==> config.mk <==
export PLATFORM = sky130hd
export DESIGN_NAME = mioc_dram_addr_seq
export DESIGN_NICKNAME = d
export VERILOG_FILES = /design/src/rtl/mioc_dram_pkg.sv /design/src/rtl/mioc_dram_refcnt.sv /design/src/rtl/mioc_dram_addr_seq.sv
export SDC_FILE = /design/constraint.sdc
export NUM_CORES = 1
export LEC_CHECK = 0
export BUFFER_PORTS_ARGS = -buffer_cell sky130_fd_sc_hd__buf_4
export CAP_MARGIN = 30
export CORE_MARGIN = 2
export CORE_UTILIZATION = 55
export DETAILED_ROUTE_END_ITERATION = 7
export PLACE_DENSITY = 0.81
export SKIP_LAST_GASP = 1
export SYNTH_ARGS = -nofsm -noshare
export SYNTH_HDL_FRONTEND = slang
export SYNTH_SLANG_ARGS = --single-unit
export TNS_END_PERCENT = 10
==> constraint.sdc <==
create_clock -name B_PHI -period 2.3 [get_ports B_PHI]
set_input_delay 0.345 -clock B_PHI [delete_from_list [all_inputs] [get_ports B_PHI]]
set_output_delay 0.345 -clock B_PHI [all_outputs]
set_load 0.005 [all_outputs]
==> src/rtl/mioc_dram_pkg.sv <==
// Shared definitions for the MIOC DRAM address sequencer.
// FSM encodings, default widths and the bus-address row/column split.
package mioc_dram_pkg;

    localparam int AW_DEF          = 16;
    localparam int RAW_DEF         = 8;
    localparam int REF_BITS_DEF    = 7;
    localparam int REF_TIMEOUT_DEF = 512;

    localparam int ROW_LSB = 0;
    localparam int ROW_MSB = 7;
    localparam int COL_LSB = 8;
    localparam int COL_MSB = 15;

    typedef enum logic [2:0] {
        S_IDLE    = 3'd0,
        S_ROW     = 3'd1,
        S_COL     = 3'd2,
        S_CAS     = 3'd3,
        S_REFRESH = 3'd4,
        S_PRE     = 3'd5
    } state_e;

endpackage

==> src/rtl/mioc_dram_refcnt.sv <==
// Refresh row counter with wrap pulse.
// Optional refresh watchdog when MIOC_DRAM_REFWDOG_EN is defined.
module mioc_dram_refcnt
    import mioc_dram_pkg::*;
#(
    parameter int REF_BITS    = REF_BITS_DEF,
    parameter int REF_TIMEOUT = REF_TIMEOUT_DEF
) (
    input  logic                clk,
    input  logic                rst_n,
    input  logic                inc,
    input  logic                entry,
    output logic [REF_BITS-1:0] ref_row,
    output logic                ref_wrap,
    output logic                ref_late
);

    always_ff @(posedge clk or negedge rst_n) begin
        if (!rst_n) begin
            ref_row  <= '0;
            ref_wrap <= 1'b0;
        end else begin
            ref_wrap <= inc && (&ref_row);
            if (inc) begin
                ref_row <= ref_row + REF_BITS'(1);
            end
        end
    end

`ifdef MIOC_DRAM_REFWDOG_EN
    localparam int WW = $clog2(REF_TIMEOUT + 1);
    localparam logic [WW-1:0] WMAX = WW'(REF_TIMEOUT);

    logic [WW-1:0] wdog_q;

    // Saturating: stays at WMAX until the next refresh entry.
    always_ff @(posedge clk or negedge rst_n) begin
        if (!rst_n) begin
            wdog_q <= '0;
        end else if (entry) begin
            wdog_q <= '0;
        end else if (wdog_q != WMAX) begin
            wdog_q <= wdog_q + WW'(1);
        end
    end

    assign ref_late = (wdog_q == WMAX);
`else
    localparam int unused_timeout = REF_TIMEOUT;
    logic unused_entry;
    assign unused_entry = entry;
    assign ref_late     = 1'b0;
`endif

endmodule

==> src/rtl/mioc_dram_addr_seq.sv <==
// MIOC DRAM address sequencer: RAS/CAS tracking, RA mux, protocol checks.
// Build option MIOC_DRAM_REFWDOG_EN enables the refresh watchdog (REF_LATE).
module mioc_dram_addr_seq
    import mioc_dram_pkg::*;
#(
    parameter int AW          = AW_DEF,
    parameter int RAW         = RAW_DEF,
    parameter int REF_BITS    = REF_BITS_DEF,
    parameter int REF_TIMEOUT = REF_TIMEOUT_DEF
) (
    input  logic                B_PHI,
    input  logic                RST_N,
    input  logic [AW-1:0]       BA,
    input  logic                BRFSH_N,
    input  logic                MUX,
    input  logic                RAS_N,
    input  logic                CAS1_N,
    input  logic                CAS2_N,
    input  logic                ERR_CLR,
    output logic [RAW-1:0]      RA,
    output logic                BANK,
    output logic                CYC_ACTIVE,
    output logic [REF_BITS-1:0] REF_ROW,
    output logic                REF_WRAP,
    output logic                PROTO_ERR,
    output logic                REF_LATE
);

    state_e     state_q, state_d;
    logic       ras_q;
    logic [7:0] row_q, row_d;
    logic [7:0] col_q, col_d;
    logic       bank_d;
    logic       ref_inc, ref_entry;
    logic       viol;
    logic [RAW-1:0] ra_d;

    logic ras_fall, cas1, cas2, in_col;
    assign ras_fall = ras_q & ~RAS_N;
    assign cas1     = ~CAS1_N;
    assign cas2     = ~CAS2_N;
    assign in_col   = (state_q == S_COL) || (state_q == S_CAS);

    always_comb begin
        state_d   = state_q;
        row_d     = row_q;
        col_d     = col_q;
        bank_d    = BANK;
        ref_inc   = 1'b0;
        ref_entry = 1'b0;
        unique case (state_q)
            // A RAS fall in PRE is flagged but still starts the new cycle.
            S_IDLE, S_PRE: begin
                if (state_q == S_PRE) state_d = S_IDLE;
                if (ras_fall) begin
                    if (!BRFSH_N) begin
                        state_d   = S_REFRESH;
                        row_d     = 8'({1'b0, REF_ROW});
                        ref_entry = 1'b1;
                    end else begin
                        state_d = S_ROW;
                        row_d   = BA[ROW_MSB:ROW_LSB];
                    end
                end
            end
            S_ROW: begin
                if (MUX) begin
                    state_d = S_COL;
                    col_d   = BA[COL_MSB:COL_LSB];
                end else if (RAS_N) begin
                    state_d = S_PRE;
                end
            end
            S_COL: begin
                if (cas1 || cas2) begin
                    state_d = S_CAS;
                    bank_d  = cas2;
                end else if (RAS_N) begin
                    state_d = S_PRE;
                end
            end
            S_CAS: begin
                if (RAS_N) state_d = S_PRE;
            end
            S_REFRESH: begin
                if (RAS_N) begin
                    state_d = S_PRE;
                    ref_inc = 1'b1;
                end
            end
            default: state_d = S_IDLE;
        endcase
    end

    always_comb begin
        ra_d = RAW'(BA[ROW_MSB:ROW_LSB]);
        unique case (state_q)
            S_ROW:        ra_d = RAW'(row_q);
            S_COL, S_CAS: ra_d = RAW'(col_q);
            S_REFRESH:    ra_d = RAW'({1'b0, REF_ROW});
            default:      ra_d = RAW'(BA[ROW_MSB:ROW_LSB]);
        endcase
    end

    assign viol = ((cas1 || cas2) && !in_col)
                | (cas1 && cas2)
                | ((state_q == S_PRE) && !RAS_N)
                | (in_col && !MUX);

    always_ff @(posedge B_PHI or negedge RST_N) begin
        if (!RST_N) begin
            state_q   <= S_IDLE;
            ras_q     <= 1'b1;
            row_q     <= '0;
            col_q     <= '0;
            RA        <= '0;
            BANK      <= 1'b0;
            PROTO_ERR <= 1'b0;
        end else begin
            state_q <= state_d;
            ras_q   <= RAS_N;
            row_q   <= row_d;
            col_q   <= col_d;
            RA      <= ra_d;
            BANK    <= bank_d;
            if (viol) begin
                PROTO_ERR <= 1'b1;
            end else if (ERR_CLR) begin
                PROTO_ERR <= 1'b0;
            end
        end
    end

    assign CYC_ACTIVE = (state_q == S_ROW) || (state_q == S_COL)
                     || (state_q == S_CAS) || (state_q == S_REFRESH);

    mioc_dram_refcnt #(
        .REF_BITS    (REF_BITS),
        .REF_TIMEOUT (REF_TIMEOUT)
    ) u_refcnt (
        .clk      (B_PHI),
        .rst_n    (RST_N),
        .inc      (ref_inc),
        .entry    (ref_entry),
        .ref_row  (REF_ROW),
        .ref_wrap (REF_WRAP),
        .ref_late (REF_LATE)
    );

endmodule

==> results.rst <==
.. list-table::
   :header-rows: 1

   * - Metric
     - Value
   * - Status
     - completed
   * - Number of buffers inserted for hold repair after clock tree synthesis
     - 0
   * - Number of standard-cell rows in the floorplan
     - 22
   * - Max_cap viols
     - 0
   * - Cell with the most instances after synthesis
     - sky130_fd_sc_hd__dfrtp_1
   * - Maximum resistive drop on vdd
     - 0.000548 V
   * - Growth of design area from synthesis to finish
     - 18.3%
   * - Vias per inst
     - 5.66
   * - Reg clk slew, reported paths
     - 0.07 ns
   * - Bufs on Longest Clock Path
     - 2
   * - Global-route wire length before repair
     - 6910 µm
   * - Sequential share of the synthesized area
     - 46.7%
   * - Cell type with the largest total area after synthesis
     - sky130_fd_sc_hd__dfrtp_1
   * - Data required time of the critical path
     - 1.96 ns
   * - Vertical extent of the die
     - 64.9 µm
   * - Time the final worst path needs with I/O delays and setup
     - between 1.5 and 2 ns
   * - Starting density of the core
     - between 50% and 60%
   * - Setup Buffers After CTS
     - 0
   * - Top-area cell type share of the netlist area
     - between 40% and 50%
   * - EDFF count, synth
     - 0
   * - DR vias
     - 1467
   * - Largest fanout on the critical path
     - 13
   * - Fraction of final layout cells sized beyond drive strength 1
     - 44.1%
   * - Post-route non-filler standard cell count
     - 259
   * - Source-to-sink clock delay at the later pin of the worst-skew pair
     - 0.28 ns
   * - Power Density
     - 1180 mW/mm²
   * - Grt ovf
     - 0
   * - Worst Path Class, Setup
     - flip-flop to output port
   * - Number of antenna violations at the first check in global routing
     - 0
   * - Final count of hold timing violations
     - 0
   * - Die ar.
     - about 0.0042 mm²
   * - CTS Root Cell
     - sky130_fd_sc_hd__clkbuf_8
   * - Number of DRC violations after detailed routing
     - 0
   * - Transition at the pin with the smallest max-transition slack
     - 0.656 ns
   * - Instance count of the mapped netlist
     - 170
   * - Flops & latches, synth
     - 38
   * - Hold/Removal Path Class
     - input port to asynchronous set/reset pin
   * - Synthesized area divided by synthesized cell count
     - 12.0 µm²
   * - Number of endpoints failing setup at the final stage
     - 0
   * - Antenna diode instance count
     - 0
   * - Number of nets in the layout
     - around 240
   * - CTS buffer count
     - 5
   * - Placed Instances
     - 251
   * - Summed instance area of the synthesized netlist
     - a little over 0.002 mm²
   * - Cell types occupying the most area after synthesis
     - sky130_fd_sc_hd__dfrtp_1 (45%), sky130_fd_sc_hd__mux2_2 (18%), sky130_fd_sc_hd__mux2i_1 (2.9%), sky130_fd_sc_hd__o22ai_1 (2.8%), sky130_fd_sc_hd__xnor2_1 (2.6%)
   * - Highest clock rate
     - 530 MHz
   * - Final worst clock skew
     - around 0.0097 ns
   * - Post-synth cell types
     - 42
   * - H-Tree Depth
     - 2
   * - Number of global-route vias before repair
     - 1462
   * - Max-slew headroom
     - between 50% and 60%
   * - Final HPWL from detailed placement
     - about 3000 µm
   * - Count of nets left with antenna violations after detail routing
     - 0
   * - Reg2reg path depth
     - 4
   * - Final GP Congestion
     - 0.775
   * - Core box area
     - 0.00361 mm²
   * - Total of cells resized after clock tree synthesis
     - 0
   * - Initial DRC count
     - around 110
   * - Top Ports
     - 44
   * - Kind of start point of the critical path
     - flip-flop
   * - Total iterations of the first detailed-routing run
     - 4
   * - TritonCTS clock tree
     - built
   * - Critical Path AT
     - 1.54 ns
   * - Warnings from Yosys
     - 0
   * - Share of synthesized registers carrying an async set or reset
     - 100%
   * - Nets in the synthesized netlist
     - 195
   * - Fraction of the cycle the final worst path needs
     - 82.0%
   * - Final wirelength
     - 4080 µm
   * - Most used standard cells in the synthesized netlist
     - sky130_fd_sc_hd__dfrtp_1 (37), sky130_fd_sc_hd__mux2_2 (33), sky130_fd_sc_hd__o22ai_1 (9)
   * - Clock tree sinks
     - 38
   * - Final slew viol count
     - 0
   * - Accumulated negative setup slack
     - 0 ns
   * - Pleak
     - 1.09 nW
   * - Largest net degree at the start of global routing
     - 39
   * - Total power
     - 2.85 mW
   * - GRT Overall Usage
     - 21.5%
   * - Die X-Extent
     - 64.9 µm
   * - Mean routed wirelength per cell
     - 15.8 µm
   * - Post-synth top flop
     - sky130_fd_sc_hd__dfrtp_1
   * - Endpoint type of the worst setup path
     - output port
   * - Setup repair after global routing missed its margin
     - false
   * - Count of buffers from port buffering
     - 42
kinds of logic (layout without fill, tap and decap cells):
logic type,Yosys count,in the layout,synth area share [%]
xor+xnor,8,8,3.43
mux,39,39,21.2
other cells,1,1,0.184
fa+ha+maj,2,2,1.16
simple gates,29,29,9.57
buf+inv,17,58,6.56
flops,38,38,46.7
compound gates,36,36,11.3
power by group:
group          switching (mW)  internal, mW  total (mW)
Clock                   0.215         0.242       0.456
Combinational           0.508         0.702        1.21
Sequential              0.239         0.947        1.19
critical path, cell delays in order, from the launching register on:
cell,delay [ns]
sky130_fd_sc_hd__dfrtp_1,0.53
sky130_fd_sc_hd__buf_4,0.25
sky130_fd_sc_hd__nor2_1,0.20
sky130_fd_sc_hd__xnor2_1,0.14
sky130_fd_sc_hd__buf_4,0.13
flip-flops by register name (all words and copies together), names as in the netlist:
register           count
u_refcnt.ref_wrap      1
col_q                  8
state_q                3
row_q                  8
PROTO_ERR              1
RA                     8
ras_q                  1
BANK                   1
u_refcnt.ref_row       7
metal layers:
metal	global-route usage, %	wire (µm)	vias to the layer above
li1	-	-	703
met2	32.5	2010	43
met3	4.17	198	10
met4	9.84	66	0
met5	0	0	-
met1	29.9	1810	711
worst paths after layout:
path	startpoint	end	slack, ns
min in group B_PHI	RAS_N	ras_q	0.20
setup reg to reg	state_q[2]	RA[4]	0.44
hold / removal	RST_N	state_q[1]	0.009
hold reg to reg	col_q[2]	col_q[2]	0.51
setup / recovery	state_q[0]	CYC_ACTIVE	0.41
max in group asynchronous	RST_N	ras_q	1.94
metrics by stage:
step / worst slack [ns] / instance area (µm²) / hold WS (ns) / util [%]
global placement: 0.573 / 2320 / 0.331 / 64.4
finish: 0.413 / 2410 / 0.00881 / 67.0
floorplan: 0.904 / 2040 / 0.0494 / -
CTS: 0.402 / 2410 / 0.0320 / 67.0
global route: 0.341 / 2410 / 0.0514 / 67.0
detailed placement: 0.474 / 2320 / 0.338 / 64.4
placed cells by master, fill, tap and decap left out, types with 2 or more instances in the layout:
cell type	synthesis	final
sky130_fd_sc_hd__dfrtp_1	37	37
sky130_fd_sc_hd__inv_1	5	5
sky130_fd_sc_hd__or3b_1	2	2
sky130_fd_sc_hd__a32oi_1	2	2
sky130_fd_sc_hd__a2bb2oi_1	2	2
sky130_fd_sc_hd__and3_1	2	2
sky130_fd_sc_hd__a31oi_1	2	2
sky130_fd_sc_hd__nand2b_1	3	3
sky130_fd_sc_hd__mux2_2	33	33
sky130_fd_sc_hd__a21oi_1	8	8
sky130_fd_sc_hd__nand2_1	6	6
sky130_fd_sc_hd__xnor2_1	6	6
sky130_fd_sc_hd__o21ai_0	8	8
sky130_fd_sc_hd__clkbuf_8	3	6
sky130_fd_sc_hd__o22ai_1	9	9
sky130_fd_sc_hd__xor2_1	2	2
sky130_fd_sc_hd__nand4_1	3	3
sky130_fd_sc_hd__nand3_1	2	2
sky130_fd_sc_hd__nor2_1	2	2
sky130_fd_sc_hd__buf_4	2	45
sky130_fd_sc_hd__mux2i_1	6	6
layout make-up:
| type | count | area, µm² |
|---|---|---|
| Clock buffer | 7 | 86.3 |
| Clock inverter | 1 | 5.00 |
| Fill cell | 268 | 1190 |
| Inverter | 5 | 18.8 |
| Multi-Input combinational cell | 115 | 955 |
| Sequential cell | 38 | 952 |
| Tap cell | 48 | 60.1 |
| Timing Repair Buffer | 45 | 338 |
No activity file was read; power rests on OpenSTA's default activity.
